$ cat src/rtl/tiny86_pkg.sv
// tiny86_pkg: definitions shared by the tiny86 trace tooling.
//   - Layout of a 560-bit trace step (raw instruction, register file, two hints).
//   - Register index constants in compare/bitmap order (bit0 = eax).
//   - Trace sequencer state encoding.
//   - step_reg(): pulls one 32-bit register out of a step's register field.
package tiny86_pkg;

  localparam int STEP_W    = 560;
  localparam int INSTR_MSB = 559;
  localparam int INSTR_LSB = 464;
  localparam int REG_MSB   = 463;  // eax occupies the top slot of the field
  localparam int REG_BASE  = 144;  // eflags occupies the bottom slot
  localparam int HINT1_MSB = 143;
  localparam int HINT1_LSB = 72;
  localparam int HINT2_MSB = 71;
  localparam int HINT2_LSB = 0;

  localparam int REG_W    = 32;
  localparam int NUM_REGS = 10;
  localparam int REGS_W   = REG_W * NUM_REGS;

  localparam int R_EAX    = 0;
  localparam int R_EBX    = 1;
  localparam int R_ECX    = 2;
  localparam int R_EDX    = 3;
  localparam int R_ESI    = 4;
  localparam int R_EDI    = 5;
  localparam int R_ESP    = 6;
  localparam int R_EBP    = 7;
  localparam int R_EIP    = 8;
  localparam int R_EFLAGS = 9;

  typedef logic [2:0] seq_state_t;
  localparam seq_state_t ST_EMPTY  = 3'd0;
  localparam seq_state_t ST_PRIMED = 3'd1;
  localparam seq_state_t ST_EVAL   = 3'd2;
  localparam seq_state_t ST_DONE   = 3'd3;
  localparam seq_state_t ST_FAULT  = 3'd4;

  // Register idx of a step; idx 0 (eax) sits at the MSB end of the field.
  function automatic logic [REG_W-1:0] step_reg(input logic [STEP_W-1:0] s, input int idx);
    return s[REG_MSB - REG_W*idx -: REG_W];
  endfunction

endpackage

$ cat src/rtl/trace_step_sequencer_if.sv
// trace_step_sequencer_if: trace ingress stream (valid/ready handshake).
//   step_in    : 560-bit trace step
//   step_valid : step_in holds a step
//   step_last  : step_in is the final step of the trace
//   step_ready : consumer accepts step_in this cycle
// master = trace source, slave = sequencer.
interface trace_step_sequencer_if;
  logic [tiny86_pkg::STEP_W-1:0] step_in;
  logic                          step_valid;
  logic                          step_last;
  logic                          step_ready;

  modport master (output step_in, output step_valid, output step_last, input step_ready);
  modport slave  (input step_in, input step_valid, input step_last, output step_ready);
endinterface

$ cat src/rtl/trace_step_sequencer_regfile_cmp.sv
// regfile_cmp: combinational masked compare of two 10x32 register bundles.
//   a_regs, b_regs : {eflags,eip,ebp,esp,edi,esi,edx,ecx,ebx,eax}, eax in bits [31:0]
//   diff           : bit i set when register i is enabled in CHECK_MASK and differs
module regfile_cmp
  import tiny86_pkg::*;
#(
  parameter logic [NUM_REGS-1:0] CHECK_MASK = 10'h0FF
) (
  input  logic [REGS_W-1:0]   a_regs,
  input  logic [REGS_W-1:0]   b_regs,
  output logic [NUM_REGS-1:0] diff
);

  for (genvar gi = 0; gi < NUM_REGS; gi++) begin : g_reg
    assign diff[gi] = CHECK_MASK[gi] && (a_regs[REG_W*gi +: REG_W] != b_regs[REG_W*gi +: REG_W]);
  end

endmodule

$ cat src/rtl/trace_step_sequencer.sv
// trace_step_sequencer: feeds trace steps to the tiny86 evaluator one at a time
// and checks each computed post-state against the next recorded step.
//   clk, rst      : clock, synchronous active-high reset
//   ingress       : trace step stream (slave side)
//   eval_step     : step presented to the evaluator (current step)
//   eval_valid    : eval_step holds a live step
//   eval_regs     : evaluator post-state, combinational from eval_step
//   steps_checked : transitions compared and passed (saturating)
//   mismatch      : sticky compare failure
//   mismatch_regs : failing-register bitmap of the first mismatch
//   mismatch_idx  : steps_checked at the first mismatch
//   done, ok      : trace finished / finished without mismatch
module trace_step_sequencer
  import tiny86_pkg::*;
#(
  parameter logic [NUM_REGS-1:0] CHECK_MASK = 10'h0FF,
  parameter int                  CNT_W      = 32
) (
  input  logic                    clk,
  input  logic                    rst,
  trace_step_sequencer_if.slave   ingress,
  output logic [STEP_W-1:0]       eval_step,
  output logic                    eval_valid,
  input  logic [REGS_W-1:0]       eval_regs,
  output logic [CNT_W-1:0]        steps_checked,
  output logic                    mismatch,
  output logic [NUM_REGS-1:0]     mismatch_regs,
  output logic [CNT_W-1:0]        mismatch_idx,
  output logic                    done,
  output logic                    ok
);

  seq_state_t          state_q, state_d;
  logic [STEP_W-1:0]   cur_q, cur_d;
  logic [STEP_W-1:0]   nxt_q, nxt_d;
  logic                last_q, last_d;
  logic                eval_valid_q, eval_valid_d;
  logic [CNT_W-1:0]    cnt_q, cnt_d;
  logic                mismatch_q, mismatch_d;
  logic [NUM_REGS-1:0] mm_regs_q, mm_regs_d;
  logic [CNT_W-1:0]    mm_idx_q, mm_idx_d;
  logic                done_q, done_d;
  logic                ok_q, ok_d;

  logic [REGS_W-1:0]   nxt_regs;
  logic [NUM_REGS-1:0] diff;
  logic                xfer;

  // The step layout stores eax in the top slot while the evaluator bundle
  // keeps eax at the bottom; flip nxt's field into evaluator order.
  for (genvar gi = 0; gi < NUM_REGS; gi++) begin : g_nxt_reorder
    assign nxt_regs[REG_W*gi +: REG_W] = step_reg(nxt_q, gi);
  end

  regfile_cmp #(.CHECK_MASK(CHECK_MASK)) u_cmp (
    .a_regs (eval_regs),
    .b_regs (nxt_regs),
    .diff   (diff)
  );

  // Ready is held low during reset so nothing can look accepted while the
  // sequencer is being cleared.
  assign ingress.step_ready = !rst && ((state_q == ST_EMPTY) || (state_q == ST_PRIMED));
  assign xfer               = ingress.step_valid && ingress.step_ready;

  always_comb begin
    state_d      = state_q;
    cur_d        = cur_q;
    nxt_d        = nxt_q;
    last_d       = last_q;
    eval_valid_d = eval_valid_q;
    cnt_d        = cnt_q;
    mismatch_d   = mismatch_q;
    mm_regs_d    = mm_regs_q;
    mm_idx_d     = mm_idx_q;
    done_d       = done_q;
    ok_d         = ok_q;

    case (state_q)
      ST_EMPTY: begin
        if (xfer) begin
          cur_d        = ingress.step_in;
          eval_valid_d = 1'b1;
          if (ingress.step_last) begin
            // Single-step trace: no transition to check.
            state_d = ST_DONE;
            done_d  = 1'b1;
            ok_d    = 1'b1;
          end else begin
            state_d = ST_PRIMED;
          end
        end
      end
      ST_PRIMED: begin
        if (xfer) begin
          nxt_d   = ingress.step_in;
          last_d  = ingress.step_last;
          state_d = ST_EVAL;
        end
      end
      ST_EVAL: begin
        if (diff == '0) begin
          if (cnt_q != {CNT_W{1'b1}}) begin
            cnt_d = cnt_q + {{(CNT_W-1){1'b0}}, 1'b1};
          end
          cur_d = nxt_q;
          if (last_q) begin
            state_d = ST_DONE;
            done_d  = 1'b1;
            ok_d    = 1'b1;
          end else begin
            state_d = ST_PRIMED;
          end
        end else begin
          // Keep the failing pre-state on eval_step for inspection.
          mismatch_d = 1'b1;
          mm_regs_d  = diff;
          mm_idx_d   = cnt_q;
          state_d    = ST_FAULT;
          done_d     = 1'b1;
          ok_d       = 1'b0;
        end
      end
      default: begin
        // DONE / FAULT are terminal until reset.
      end
    endcase
  end

  always_ff @(posedge clk) begin
    if (rst) begin
      state_q      <= ST_EMPTY;
      cur_q        <= '0;
      nxt_q        <= '0;
      last_q       <= 1'b0;
      eval_valid_q <= 1'b0;
      cnt_q        <= '0;
      mismatch_q   <= 1'b0;
      mm_regs_q    <= '0;
      mm_idx_q     <= '0;
      done_q       <= 1'b0;
      ok_q         <= 1'b0;
    end else begin
      state_q      <= state_d;
      cur_q        <= cur_d;
      nxt_q        <= nxt_d;
      last_q       <= last_d;
      eval_valid_q <= eval_valid_d;
      cnt_q        <= cnt_d;
      mismatch_q   <= mismatch_d;
      mm_regs_q    <= mm_regs_d;
      mm_idx_q     <= mm_idx_d;
      done_q       <= done_d;
      ok_q         <= ok_d;
    end
  end

  assign eval_step     = cur_q;
  assign eval_valid    = eval_valid_q;
  assign steps_checked = cnt_q;
  assign mismatch      = mismatch_q;
  assign mismatch_regs = mm_regs_q;
  assign mismatch_idx  = mm_idx_q;
  assign done          = done_q;
  assign ok            = ok_q;

endmodule

$ cat src/flat_wrapper.sv
// flat-port wrapper written by rule: the top's interface ports become plain ports
module trace_step_sequencer_flat import tiny86_pkg::*;
#(
  parameter logic [NUM_REGS-1:0] CHECK_MASK = 10'h0FF,
  parameter int                  CNT_W      = 32
)
  (clk, rst, eval_step, eval_valid, eval_regs, steps_checked, mismatch, mismatch_regs, mismatch_idx, done, ok, ingress_step_in, ingress_step_valid, ingress_step_last, ingress_step_ready);
  trace_step_sequencer_if ingress_i ();
  input  logic clk;
  input  logic rst;
  output logic [STEP_W-1:0] eval_step;
  output logic eval_valid;
  input  logic [REGS_W-1:0] eval_regs;
  output logic [CNT_W-1:0] steps_checked;
  output logic mismatch;
  output logic [NUM_REGS-1:0] mismatch_regs;
  output logic [CNT_W-1:0] mismatch_idx;
  output logic done;
  output logic ok;
  input wire logic [$bits(ingress_i.step_in)-1:0] ingress_step_in;
  input wire logic [$bits(ingress_i.step_valid)-1:0] ingress_step_valid;
  input wire logic [$bits(ingress_i.step_last)-1:0] ingress_step_last;
  output wire logic [$bits(ingress_i.step_ready)-1:0] ingress_step_ready;
  assign ingress_i.step_in = ingress_step_in;
  assign ingress_i.step_valid = ingress_step_valid;
  assign ingress_i.step_last = ingress_step_last;
  assign ingress_step_ready = ingress_i.step_ready;
  trace_step_sequencer #(.CHECK_MASK(CHECK_MASK), .CNT_W(CNT_W)) u_core (.clk(clk), .rst(rst), .ingress(ingress_i), .eval_step(eval_step), .eval_valid(eval_valid), .eval_regs(eval_regs), .steps_checked(steps_checked), .mismatch(mismatch), .mismatch_regs(mismatch_regs), .mismatch_idx(mismatch_idx), .done(done), .ok(ok));
endmodule
$ cat config.mk
export PLATFORM = sky130hd
export DESIGN_NAME = trace_step_sequencer_flat
export DESIGN_NICKNAME = d
export VERILOG_FILES = /design/src/rtl/tiny86_pkg.sv /design/src/rtl/trace_step_sequencer_if.sv /design/src/rtl/trace_step_sequencer_regfile_cmp.sv /design/src/rtl/trace_step_sequencer.sv /design/src/flat_wrapper.sv
export SDC_FILE = /design/constraint.sdc
export NUM_CORES = 2
export LEC_CHECK = 0
export ABC_CLOCK_PERIOD_IN_PS = 2400
export BUFFER_PORTS_ARGS = -buffer_cell sky130_fd_sc_hd__buf_2
export CAP_MARGIN = 20
export CORE_AREA = 4 4 594 596
export DETAILED_ROUTE_END_ITERATION = 7
export DIE_AREA = 0 0 598 600
export SYNTH_ARGS = -nofsm -noshare
export SYNTH_HDL_FRONTEND = slang
export SYNTH_SLANG_ARGS = --single-unit
$ cat constraint.sdc
create_clock -name clk -period 2.4 [get_ports clk]
set_input_delay 0.12 -clock clk [delete_from_list [all_inputs] [get_ports clk]]
set_output_delay 0.12 -clock clk [all_outputs]
set_load 0.01 [all_outputs]
==> impl_metrics.env <==
export IMPL_status="finished with violations"
export IMPL_violations="setup timing"
export IMPL_skew_ps=68.0
export IMPL_ys_seq_area_share_pct=48.2
export IMPL_clk_pin_slew_worst_paths_ps=60
export IMPL_place_area_sq_um=66700
export IMPL_grt_antenna_before_repair=279
export IMPL_ant_nets=0
export IMPL_yosys_area_top_type="dfxtp_1"
export IMPL_p_sw_share_pct=33.7
export IMPL_fmax_ghz=0.281
export IMPL_cts_tree="done"
export IMPL_clock_root_buffer="clkbuf_16"
export IMPL_stdcell_area_sq_um=81200
export IMPL_grt_max_degree=164
export IMPL_r2r_setup_slack_ps=-1160
export IMPL_relSlewSlack_pct=44.3
export IMPL_multi_input_area_sq_um=23800
export IMPL_ys_warn_count=0
export IMPL_cts_sinks=1200
export IMPL_io_buffer_count=1456
export IMPL_yosys_area_top_type_share_pct=48.2
export IMPL_fin_crit_sh_pct=148
export IMPL_finalHoldViolCount=0
export IMPL_critPathArrivalTime_ps=4240
export IMPL_synth_area_sq_um=49900
export IMPL_power_density_nw_per_um2=818
export IMPL_wirelength_um=356000
export IMPL_synth_commonest_cells="2282 x nand2_1, 1200 x dfxtp_1, 1159 x a21oi_1"
export IMPL_wl_per_cell_um=26.4
export IMPL_r2r_cells=16
export IMPL_grt_pass1_wl_um=464000
export IMPL_synth_area_leaders="dfxtp_1 48%, nand2_1 17%, a21oi_1 12%"
export IMPL_power_total_uw=66400
export IMPL_seq_power_share_pct=34.9
export IMPL_drc=0
export IMPL_hpwl_um=273000
export IMPL_finalSetupTns_ps=-663930
export IMPL_syn2layout_area_growth_pct=62.7
export IMPL_async_flop_share_pct=0
export IMPL_p_leak_uw=0.0317
export IMPL_ir_drop_mv=0.549
export IMPL_layout_min_cycle_time_ps=3560
export IMPL_synth_edf_count=0
export IMPL_cap_violations=0
export IMPL_drt_iter0_drc=6395
export IMPL_gp_congestion=0.977
export IMPL_cp_start_kind="flop"
export IMPL_synth_most_common_cell="nand2_1"
export IMPL_grt_ovfl_total=0
export IMPL_drv_slew=0
export IMPL_synth_avg_cell_area_sq_um=7.84
export IMPL_n_fill_cell=38200
export IMPL_rows=217
export IMPL_start_util_pct=14.3
export IMPL_die_y_um=600
export IMPL_via_count=59500
export IMPL_critPathRequiredTime_ps=3090
export IMPL_numCtsBuffers=156
export IMPL_seqCellArea_sq_um=24000
export IMPL_die_w_um=598
export IMPL_p_int_uw=44000
export IMPL_dp_slack_ps=-2070
export IMPL_synth_ff_type="dfxtp_1"
export IMPL_grt_pass1_vias=54400
export IMPL_whs_path_depth=8
export IMPL_firstDrtPassIters=8
export IMPL_drive_gt1_share_pct=28.1
export IMPL_netlist_instances=6361
export IMPL_pwr_share_clk_pct=37.6
export IMPL_grt_use_total_pct=18.4
export IMPL_rsz0062_at_grt="true"
export IMPL_vias_per_cell=4.41
export IMPL_nets=9539
export IMPL_cp_end_kind="flop"
export IMPL_clock_latency_ps=850
export IMPL_worst_slack_ps=-1160
export IMPL_die_area_sq_um=359000
export IMPL_htreeDepth=4
export IMPL_final_setup_viol_count=640
export IMPL_dp_cells=12400
export IMPL_ys_ff_latch=1200
export IMPL_worst_pin_slew_ps=835
export IMPL_synth_distinct_cells=39
export IMPL_ioPinCount=1523
export IMPL_switching_power_uw=22400
export IMPL_combPwrFrac_pct=27.5
export IMPL_critPathMaxFanout=16
export IMPL_min_path_type="input pin to flop"
export IMPL_core_sq_um=348000
export IMPL_clk_path_buf_depth=4
export IMPL_final_cells=13500
export IMPL_crit_type="flop to flop"
critical path, cell delays in order, from the launching register on:
cell	delay, ps
dfxtp_2	380
xnor2_4	140
nand4_1	260
buf_4	240
nor4_4	310
buf_4	200
nand4_1	170
buf_4	210
buf_6	110
o41ai_4	280
buf_6	180
and2_4	190
buf_16	160
buf_12	120
buf_16	150
clkbuf_16	210
a311oi_1	100
layout make-up:
cell class | instances | share of cell area, %
Inverter | 7 | 0.0324
Sequential cell | 1200 | 29.6
Antenna cell | 114 | 0.351
Clock buffer | 213 | 5.48
Timing Repair Buffer | 2728 | 27.0
Tap cell | 4599 | 7.09
Clock inverter | 69 | 1.11
Multi-Input combinational cell | 4561 | 29.3
layout by cell type (no fill, tap or decap), drive strengths merged, types with 2 or more instances in the layout:
cell and instances:
nor2b 6, nand3 11, nor2 52, or4 14
nand3b 2, clkinvlp 8, inv 17, conb 2
dfxtp 1200, and2 5, bufbuf 4, clkbuf 243
o31ai 13, o21bai 3, nand2b 4, bufinv 16
a311oi 561, mux2i 30, clkinv 35, o21ai 14
and4 3, diode 114, or3 11, nor4 22
o21a 2, nand4 84, buf 2091, a21oi 1159
mux2 6, xnor2 256, and3 8, dlygate4sd3 603
nand2 2282, nor3 4
layer usage:
metal	global-route usage (%)	part of all wire, %
met2	26.9	42
met3	7.53	12
met1	22.7	39
met5	0	0.29
met4	10.4	6.7
cells by family (layout without fill, tap and decap cells):
kind of cell               Yosys count  after routing  synth area share, %
muxes                               36             36                0.737
DFF                               1200           1200                 48.2
AOI/OAI and AO/OA                 1755           1755                 21.9
adders and majority gates            1              1               0.0251
xor gates and xnor gates           256            256                 4.49
buffers and inverters              601           3017                 4.82
and+or+nand+nor                   2511           2511                 19.8
other                                1            116              0.00752
flip-flops by register name (all words and copies together), names as in the netlist:
name                  count
u_core.ok                 1
u_core.last_q             1
u_core.state_q            3
u_core.mismatch           1
u_core.nxt_q            560
u_core.steps_checked     32
u_core.done               1
u_core.eval_step        560
u_core.mismatch_idx      32
u_core.mismatch_regs      8
u_core.eval_valid         1
timing repair:
item,in CTS,in global routing
gates cloned,28,37
pin swaps,79,20
setup buffers,35,11
resized for setup,113,45
setup endpoints to repair,640,681
endpoints found under the hold margin,1174,0
hold buffers,603,0
stage by stage:
step | utilization [%] | hold slack, ps
after floorplan | - | 248
after global placement | 19.2 | 373
after detailed placement | 19.2 | 377
after CTS | 22.9 | 0.473
after global routing | 23.3 | 42.2
final | 23.3 | 62.4
power groups by stage:
stage / Combinational, uW / Clock (uW) / Sequential, uW
2_1_floorplan: 6040 / 0 / 24100
3_3_place_gp: 15000 / 0 / 23500
3_5_place_dp: 15000 / 0 / 23500
4_1_cts: 17400 / 25600 / 23100
5_1_grt: 19300 / 26300 / 23400
6_report: 18200 / 25000 / 23200
path summary, 6_finish.rpt:
path | start | end
max | u_core.nxt_q[212] | u_core.eval_step[162]
min | eval_regs[182] | u_core.mismatch_regs[5]
max reg2reg | u_core.nxt_q[212] | u_core.eval_step[162]
min reg2reg | u_core.mismatch_regs[4] | u_core.mismatch_regs[4]
(Power assumes the default switching activity.)
